## src/rtl/laser_pkg.sv

```systemverilog
// rtl/laser_pkg.sv - shared types and constants for the two-circle laser search sequencer
package laser_pkg;

    localparam int GRID_W     = 4;
    localparam int HIT_W      = 6;
    localparam int NUM_PTS    = 40;
    localparam int MAX_ROUNDS = 8;
    localparam int PT_AW      = 6;

    typedef enum logic [2:0] {
        LOAD,
        INIT,
        START,
        WAIT,
        END_SWEEP,
        FINISH
    } state_t;

    typedef enum logic {
        SEL_C1,
        SEL_C2
    } sel_t;

    typedef struct packed {
        logic [GRID_W-1:0] x;
        logic [GRID_W-1:0] y;
    } coord_t;

    localparam coord_t C1_INIT = '{x: 4'd0,  y: 4'd0};
    localparam coord_t C2_INIT = '{x: 4'd15, y: 4'd15};

endpackage

```

## src/rtl/laser_search_ctrl_if.sv

```systemverilog
// rtl/laser_search_ctrl_if.sv - point-load and hit-count engine handshake bundle
interface laser_search_ctrl_if #(
    parameter int HIT_W = laser_pkg::HIT_W
);
    logic             pt_wr_en;
    logic [5:0]       pt_wr_addr;
    logic [3:0]       pt_wr_x;
    logic [3:0]       pt_wr_y;
    logic             eng_start;
    logic [3:0]       eng_cx;
    logic [3:0]       eng_cy;
    logic [3:0]       eng_fx;
    logic [3:0]       eng_fy;
    logic             eng_done;
    logic [HIT_W-1:0] eng_hits;

    modport master (
        output pt_wr_en, pt_wr_addr, pt_wr_x, pt_wr_y,
        output eng_start, eng_cx, eng_cy, eng_fx, eng_fy,
        input  eng_done, eng_hits
    );

    modport slave (
        input  pt_wr_en, pt_wr_addr, pt_wr_x, pt_wr_y,
        input  eng_start, eng_cx, eng_cy, eng_fx, eng_fy,
        output eng_done, eng_hits
    );

endinterface

```

## src/rtl/laser_best_tracker.sv

```systemverilog
// rtl/laser_best_tracker.sv - best hit count and its centre within one sweep
module laser_best_tracker
    import laser_pkg::*;
#(
    parameter int CNT_W = 6
) (
    input  logic             CLK,
    input  logic             RST,
    input  logic             clear,
    input  coord_t           clear_xy,
    input  logic             sample,
    input  logic [CNT_W-1:0] hits,
    input  coord_t           cand_xy,
    output logic [CNT_W-1:0] best,
    output coord_t           best_xy
);

    // Strictly greater, so among equal scores the earliest candidate is kept.
    always_ff @(posedge CLK or posedge RST) begin
        if (RST) begin
            best    <= '0;
            best_xy <= '0;
        end else if (clear) begin
            best    <= '0;
            best_xy <= clear_xy;
        end else if (sample && (hits > best)) begin
            best    <= hits;
            best_xy <= cand_xy;
        end
    end

endmodule

```

## src/rtl/laser_search_ctrl.sv

```systemverilog
// rtl/laser_search_ctrl.sv - loads target points, then alternates C1/C2 grid sweeps until no improvement
module laser_search_ctrl #(
    parameter int NUM_PTS    = laser_pkg::NUM_PTS,
    parameter int MAX_ROUNDS = laser_pkg::MAX_ROUNDS,
    parameter int HIT_W      = laser_pkg::HIT_W
) (
    input  logic                CLK,
    input  logic                RST,
    input  logic [3:0]          X,
    input  logic [3:0]          Y,
    laser_search_ctrl_if.master eng,
    output logic [3:0]          C1X,
    output logic [3:0]          C1Y,
    output logic [3:0]          C2X,
    output logic [3:0]          C2Y,
    output logic                DONE
);
    import laser_pkg::*;

    localparam int ROUND_W = $clog2(MAX_ROUNDS + 1);

    state_t             state;
    sel_t               sel;
    logic [PT_AW-1:0]   load_cnt;
    logic [7:0]         scan;
    logic [ROUND_W-1:0] round;
    logic               improved;
    logic [HIT_W-1:0]   global_best;
    coord_t             c1;
    coord_t             c2;

    logic [HIT_W-1:0]   sweep_best;
    coord_t             sweep_xy;
    logic               trk_clear;
    logic               trk_sample;
    coord_t             trk_clear_xy;
    coord_t             scan_xy;

    logic               gain;
    logic               improved_now;
    logic [ROUND_W-1:0] round_inc;
    logic               last_round;

    assign scan_xy      = '{x: scan[3:0], y: scan[7:4]};
    assign trk_sample   = (state == WAIT) && eng.eng_done;
    assign trk_clear    = (state == INIT) || (state == END_SWEEP);
    // On a clear the sweep defaults to the centre that is about to be swept.
    assign trk_clear_xy = (state == INIT) ? C1_INIT : ((sel == SEL_C1) ? c2 : c1);

    assign gain         = sweep_best > global_best;
    assign improved_now = improved | gain;
    assign round_inc    = round + 1'b1;
    assign last_round   = (round_inc == ROUND_W'(MAX_ROUNDS));

    laser_best_tracker #(
        .CNT_W (HIT_W)
    ) u_tracker (
        .CLK      (CLK),
        .RST      (RST),
        .clear    (trk_clear),
        .clear_xy (trk_clear_xy),
        .sample   (trk_sample),
        .hits     (eng.eng_hits),
        .cand_xy  (scan_xy),
        .best     (sweep_best),
        .best_xy  (sweep_xy)
    );

    assign C1X = c1.x;
    assign C1Y = c1.y;
    assign C2X = c2.x;
    assign C2Y = c2.y;

    always_ff @(posedge CLK or posedge RST) begin
        if (RST) begin
            state          <= LOAD;
            sel            <= SEL_C1;
            load_cnt       <= '0;
            scan           <= '0;
            round          <= '0;
            improved       <= 1'b0;
            global_best    <= '0;
            c1             <= '0;
            c2             <= '0;
            DONE           <= 1'b0;
            eng.pt_wr_en   <= 1'b0;
            eng.pt_wr_addr <= '0;
            eng.pt_wr_x    <= '0;
            eng.pt_wr_y    <= '0;
            eng.eng_start  <= 1'b0;
            eng.eng_cx     <= '0;
            eng.eng_cy     <= '0;
            eng.eng_fx     <= '0;
            eng.eng_fy     <= '0;
        end else begin
            eng.pt_wr_en  <= 1'b0;
            eng.eng_start <= 1'b0;
            unique case (state)
                LOAD: begin
                    eng.pt_wr_en   <= 1'b1;
                    eng.pt_wr_addr <= load_cnt;
                    eng.pt_wr_x    <= X;
                    eng.pt_wr_y    <= Y;
                    if (load_cnt == PT_AW'(NUM_PTS - 1)) begin
                        load_cnt <= '0;
                        state    <= INIT;
                    end else begin
                        load_cnt <= load_cnt + 1'b1;
                    end
                end
                INIT: begin
                    c1          <= C1_INIT;
                    c2          <= C2_INIT;
                    global_best <= '0;
                    round       <= '0;
                    sel         <= SEL_C1;
                    improved    <= 1'b0;
                    scan        <= '0;
                    state       <= START;
                end
                START: begin
                    eng.eng_start <= 1'b1;
                    eng.eng_cx    <= scan[3:0];
                    eng.eng_cy    <= scan[7:4];
                    eng.eng_fx    <= (sel == SEL_C1) ? c2.x : c1.x;
                    eng.eng_fy    <= (sel == SEL_C1) ? c2.y : c1.y;
                    state         <= WAIT;
                end
                WAIT: begin
                    if (eng.eng_done) begin
                        if (scan == 8'hFF) begin
                            state <= END_SWEEP;
                        end else begin
                            scan  <= scan + 8'd1;
                            state <= START;
                        end
                    end
                end
                END_SWEEP: begin
                    if (gain) begin
                        global_best <= sweep_best;
                        if (sel == SEL_C1) c1 <= sweep_xy;
                        else               c2 <= sweep_xy;
                    end
                    scan <= '0;
                    if (sel == SEL_C1) begin
                        sel      <= SEL_C2;
                        improved <= improved_now;
                        state    <= START;
                    end else begin
                        round <= round_inc;
                        if (!improved_now || last_round) begin
                            DONE  <= 1'b1;
                            state <= FINISH;
                        end else begin
                            improved <= 1'b0;
                            sel      <= SEL_C1;
                            state    <= START;
                        end
                    end
                end
                FINISH: begin
                    DONE <= 1'b1;
                end
                default: state <= LOAD;
            endcase
        end
    end

endmodule

```

## src/flat_wrapper.sv

```systemverilog
// flat-port wrapper written by rule: the top's interface ports become plain ports
module laser_search_ctrl_flat import laser_pkg::*;
#(
    parameter int NUM_PTS    = laser_pkg::NUM_PTS,
    parameter int MAX_ROUNDS = laser_pkg::MAX_ROUNDS,
    parameter int HIT_W      = laser_pkg::HIT_W
)
  (CLK, RST, X, Y, C1X, C1Y, C2X, C2Y, DONE, eng_pt_wr_en, eng_pt_wr_addr, eng_pt_wr_x, eng_pt_wr_y, eng_eng_start, eng_eng_cx, eng_eng_cy, eng_eng_fx, eng_eng_fy, eng_eng_done, eng_eng_hits);
  laser_search_ctrl_if #(.HIT_W(HIT_W)) eng_i ();
  input  logic CLK;
  input  logic RST;
  input  logic [3:0] X;
  input  logic [3:0] Y;
  output logic [3:0] C1X;
  output logic [3:0] C1Y;
  output logic [3:0] C2X;
  output logic [3:0] C2Y;
  output logic DONE;
  output wire logic [$bits(eng_i.pt_wr_en)-1:0] eng_pt_wr_en;
  output wire logic [$bits(eng_i.pt_wr_addr)-1:0] eng_pt_wr_addr;
  output wire logic [$bits(eng_i.pt_wr_x)-1:0] eng_pt_wr_x;
  output wire logic [$bits(eng_i.pt_wr_y)-1:0] eng_pt_wr_y;
  output wire logic [$bits(eng_i.eng_start)-1:0] eng_eng_start;
  output wire logic [$bits(eng_i.eng_cx)-1:0] eng_eng_cx;
  output wire logic [$bits(eng_i.eng_cy)-1:0] eng_eng_cy;
  output wire logic [$bits(eng_i.eng_fx)-1:0] eng_eng_fx;
  output wire logic [$bits(eng_i.eng_fy)-1:0] eng_eng_fy;
  input wire logic [$bits(eng_i.eng_done)-1:0] eng_eng_done;
  input wire logic [$bits(eng_i.eng_hits)-1:0] eng_eng_hits;
  assign eng_pt_wr_en = eng_i.pt_wr_en;
  assign eng_pt_wr_addr = eng_i.pt_wr_addr;
  assign eng_pt_wr_x = eng_i.pt_wr_x;
  assign eng_pt_wr_y = eng_i.pt_wr_y;
  assign eng_eng_start = eng_i.eng_start;
  assign eng_eng_cx = eng_i.eng_cx;
  assign eng_eng_cy = eng_i.eng_cy;
  assign eng_eng_fx = eng_i.eng_fx;
  assign eng_eng_fy = eng_i.eng_fy;
  assign eng_i.eng_done = eng_eng_done;
  assign eng_i.eng_hits = eng_eng_hits;
  laser_search_ctrl #(.NUM_PTS(NUM_PTS), .MAX_ROUNDS(MAX_ROUNDS), .HIT_W(HIT_W)) u_core (.CLK(CLK), .RST(RST), .X(X), .Y(Y), .eng(eng_i), .C1X(C1X), .C1Y(C1Y), .C2X(C2X), .C2Y(C2Y), .DONE(DONE));
endmodule
```

## config.mk

```make
export PLATFORM = sky130hd
export DESIGN_NAME = laser_search_ctrl_flat
export DESIGN_NICKNAME = d
export VERILOG_FILES = /design/src/rtl/laser_pkg.sv /design/src/rtl/laser_search_ctrl_if.sv /design/src/rtl/laser_best_tracker.sv /design/src/rtl/laser_search_ctrl.sv /design/src/flat_wrapper.sv
export SDC_FILE = /design/constraint.sdc
export NUM_CORES = 1
export LEC_CHECK = 0
export BUFFER_PORTS_ARGS = -buffer_cell sky130_fd_sc_hd__buf_2
export CORE_ASPECT_RATIO = 1.4
export CORE_UTILIZATION = 25
export CTS_CLUSTER_DIAMETER = 50
export DETAILED_ROUTE_END_ITERATION = 7
export GPL_TIMING_DRIVEN = 0
export PLACE_DENSITY = 0.55
export SLEW_MARGIN = 10
export SYNTH_ARGS = -nofsm -noshare
export SYNTH_HDL_FRONTEND = slang
export SYNTH_HIERARCHICAL = 1
export SYNTH_SLANG_ARGS = --single-unit
```

## constraint.sdc

```tcl
create_clock -name CLK -period 2.3 [get_ports CLK]
set_input_delay 0.23 -clock CLK [delete_from_list [all_inputs] [get_ports CLK]]
set_output_delay 0.23 -clock CLK [all_outputs]
set_load 0.01 [all_outputs]
```

==> impl_results.md <==
- Status: finished clean
- PnR worst setup slack: 0.1820 ns
- Critical path data required time: 2.56 ns
- Root Buffer: clkbuf_16
- Number of iterations in the first detailed-routing pass: 4
- Area enclosed by the die boundary: 19270 sq um
- Filler cell count: 1916
- Fraction of final layout cells sized beyond drive strength 1: 22.88%
- Via density: 4.737
- TritonCTS clock tree: built
- Maximum clock insertion buffer count: 2
- Max Transition Viols Final: 0
- Number of DRC violations after detailed routing: 0
- Top cells by area in the synthesized netlist: dfrtp_1, nand2_1, mux2i_1, ha_1, nor2_1
- Final period util: 92.09%
- Total of flip-flops plus latches after synthesis: 92
- Kind of end point of the critical path: flip-flop
- Final hold violations: 0
- Maximum clock skew at final layout: 0.009303 ns
- Total wirelength of the detailed-routed design: 12.17 mm
- Crit path time final: 2.118 ns
- Final net count: 582
- H-Tree Depth: 3
- Half-perimeter wire length of the detailed placement result: 9.093 mm
- Die Ht: 163.9 um
- GRT Resource Usage Total: 13.06%
- Cts bufs inserted: 9
- Peak supply drop: 0.3959 mV
- Count of nets left with antenna violations after detail routing: 0
- Source-to-sink clock delay at the later pin of the worst-skew pair: 0.35 ns
- Worst Path Arrival: 2.38 ns
- Syn Nets: 505
- Max-slew headroom at the worst pin: 46.38%
- Ranking of synthesized cells by instance count: dfrtp_1, nand2_1, nor2_1, inv_1, mux2i_1
- Number of placement rows: 58
- Routability Congestion: 0.8164
- Count of yosys warnings during synthesis: 6
- Synth top area share: 49.21%
- Clock Pin Slew Worst Setup and Hold Paths: 0.07 ns
- Worst setup timing slack at the placement stage: 0.06519 ns
- Transition at the pin with the smallest max-transition slack: 0.8000 ns
- Count of distinct cell types in the synthesized netlist: 59
- Initial standard-cell utilization of the core: 25.79%
- Design area: 5618 sq um
- Antenna cell count: 0
- Final setup vio count: 0
- Final TNS setup: 0 ns
- FFs w/ async S/R, synth: 100.0%
- Via count of the routed design: 3766
- Num Clock Sinks: 92
- Instance count of the mapped netlist: 473
- Max-capacitance violation count: 0
- Critical Path Start Type: flip-flop
- Area of the mapped netlist: 4678 sq um
- Relative area change from synthesis to final layout: 20.09%
- Share of the yosys chip area belonging to registers: 49.21%
- Leak Pwr: 2.860 nW
- Top-level I/O count: 66
- DRC marker count from the first detailed-route iteration: 264
- IO Port Bufs: 65
- Core region area: 18140 sq um
- Vias in the first global route: 3718
- Critical path type: reg -> reg
- Main flop type after synthesis: dfrtp_1
- Global-route wire length before repair: 19.80 mm
- Power per unit of standard cell area: 545.8 nW/um^2
- Routed len/inst: 15.31 um
- # Post-CTS Setup Buffers: 0
- Count of flip-flops with a built-in enable after synthesis: 0
- Dominant cell type by area after synthesis: dfrtp_1
- Antenna violations before repair: 0
- Design Power: 3.066 mW
- Placed cell areas: 5334 sq um
- Seq. cell area: 2302 sq um
- CP max FO: 10
- Total congestion overflow: 0
- Chip width: 117.6 um
- Synthesized area divided by synthesized cell count: 9.891 sq um
- Worst Hold Class: in -> reg
- Largest net degree at the start of global routing: 60
- Achievable clock frequency: 472.1 MHz
- Total area of multi-input combinational cells: 2140 sq um
- Most numerous cell in the Yosys netlist: dfrtp_1
[layout make-up]
type	count	share of cell area [%]
Multi-Input combinational cell	331	38.08
Inverter	27	1.849
Clock buffer	10	4.076
Sequential cell	92	40.98
Timing Repair Buffer	67	6.459
Buffer	22	2.472
Tap cell	240	5.345
Clock inverter	6	0.7350
[report_power, final]
part           switching, mW  internal, mW
Clock                  0.641         0.731
Combinational         0.0525        0.0247
Sequential                 0          1.62
[registers in the layout, summed over array words and instances (netlist names), 6 cells and up]
register	cells
u_core/u_tracker/best_xy	8
u_core/eng.pt_wr_addr	6
u_core/global_best	6
u_core/scan	8
u_core/load_cnt	6
u_core/u_tracker/best	6
[worst max-delay path, stage by stage, from the launching register on]
cell and delay [ns]:
dfrtp_1 0.36, buf_4 0.17, inv_1 0.16, nor3_4 0.08
nor2_1 0.32, inv_1 0.21, inv_2 0.21, clkbuf_2 0.29
nand2_1 0.08, mux2i_1 0.16
[per-layer routing]
metal / GRT usage [%] / part of all wire, % / vias up
li1: - / - / 1813
met1: 14.96 / 42 / 1848
met2: 23.29 / 51 / 86
met3: 3.194 / 4.4 / 19
met4: 5.186 / 2.6 / 0
met5: 0 / 0 / -
[final timing paths]
kind                                        from                        to  slack, ns  depth (start not counted)
setup / recovery                 u_core/state[0]  u_core/u_tracker/best[3]       0.18                          9
hold / removal                              Y[2]     u_core/eng.pt_wr_y[2]       0.08                          3
setup reg to reg                 u_core/state[0]  u_core/u_tracker/best[3]       0.18                          9
hold reg to reg            u_core/eng.pt_wr_y[2]     u_core/eng.pt_wr_y[2]       0.47                          2
max in group asynchronous                    RST  u_core/eng.pt_wr_addr[4]       1.29                          4
min in group asynchronous                    RST     u_core/global_best[2]       0.41                          3
[metrics by stage]
stage / hold WS (ns) / cells / utilization [%]
2_1_floorplan: 0.1192 / 473 / -
3_3_place_gp: 0.3201 / 778 / 29.23
3_5_place_dp: 0.2259 / 779 / 29.40
4_1_cts: 0.05868 / 796 / 30.94
5_1_grt: 0.07862 / 795 / 30.97
6_report: 0.07695 / 795 / 30.97
[cells by family after synthesis]
family | synth area share, %
xor+xnor | 1.311
simple gates | 17.89
fa+ha+maj | 4.012
mux | 8.264
buf+inv | 5.188
compound gates | 14.12
flops | 49.21
[placed cells by master, fill, tap and decap left out, types with 7 or more instances in the layout]
master	count
a21oi_1	21
nor2_1	48
a21boi_0	9
nand4_1	7
nand3_1	8
nand2_1	83
o21ai_0	8
mux2i_1	24
o32ai_1	8
inv_1	24
mux2_2	12
o311ai_0	9
a31oi_1	9
clkbuf_16	9
ha_1	15
dfrtp_1	92
a32oi_1	8
buf_2	72
[what timing repair did]
item | in CTS | in global routing
endpoints found under the hold margin | 33 | 0
hold buffers | 1 | 0
resized for setup | 0 | 5
endpoints found under the setup margin | 0 | 15
(Power assumes the default switching activity.)
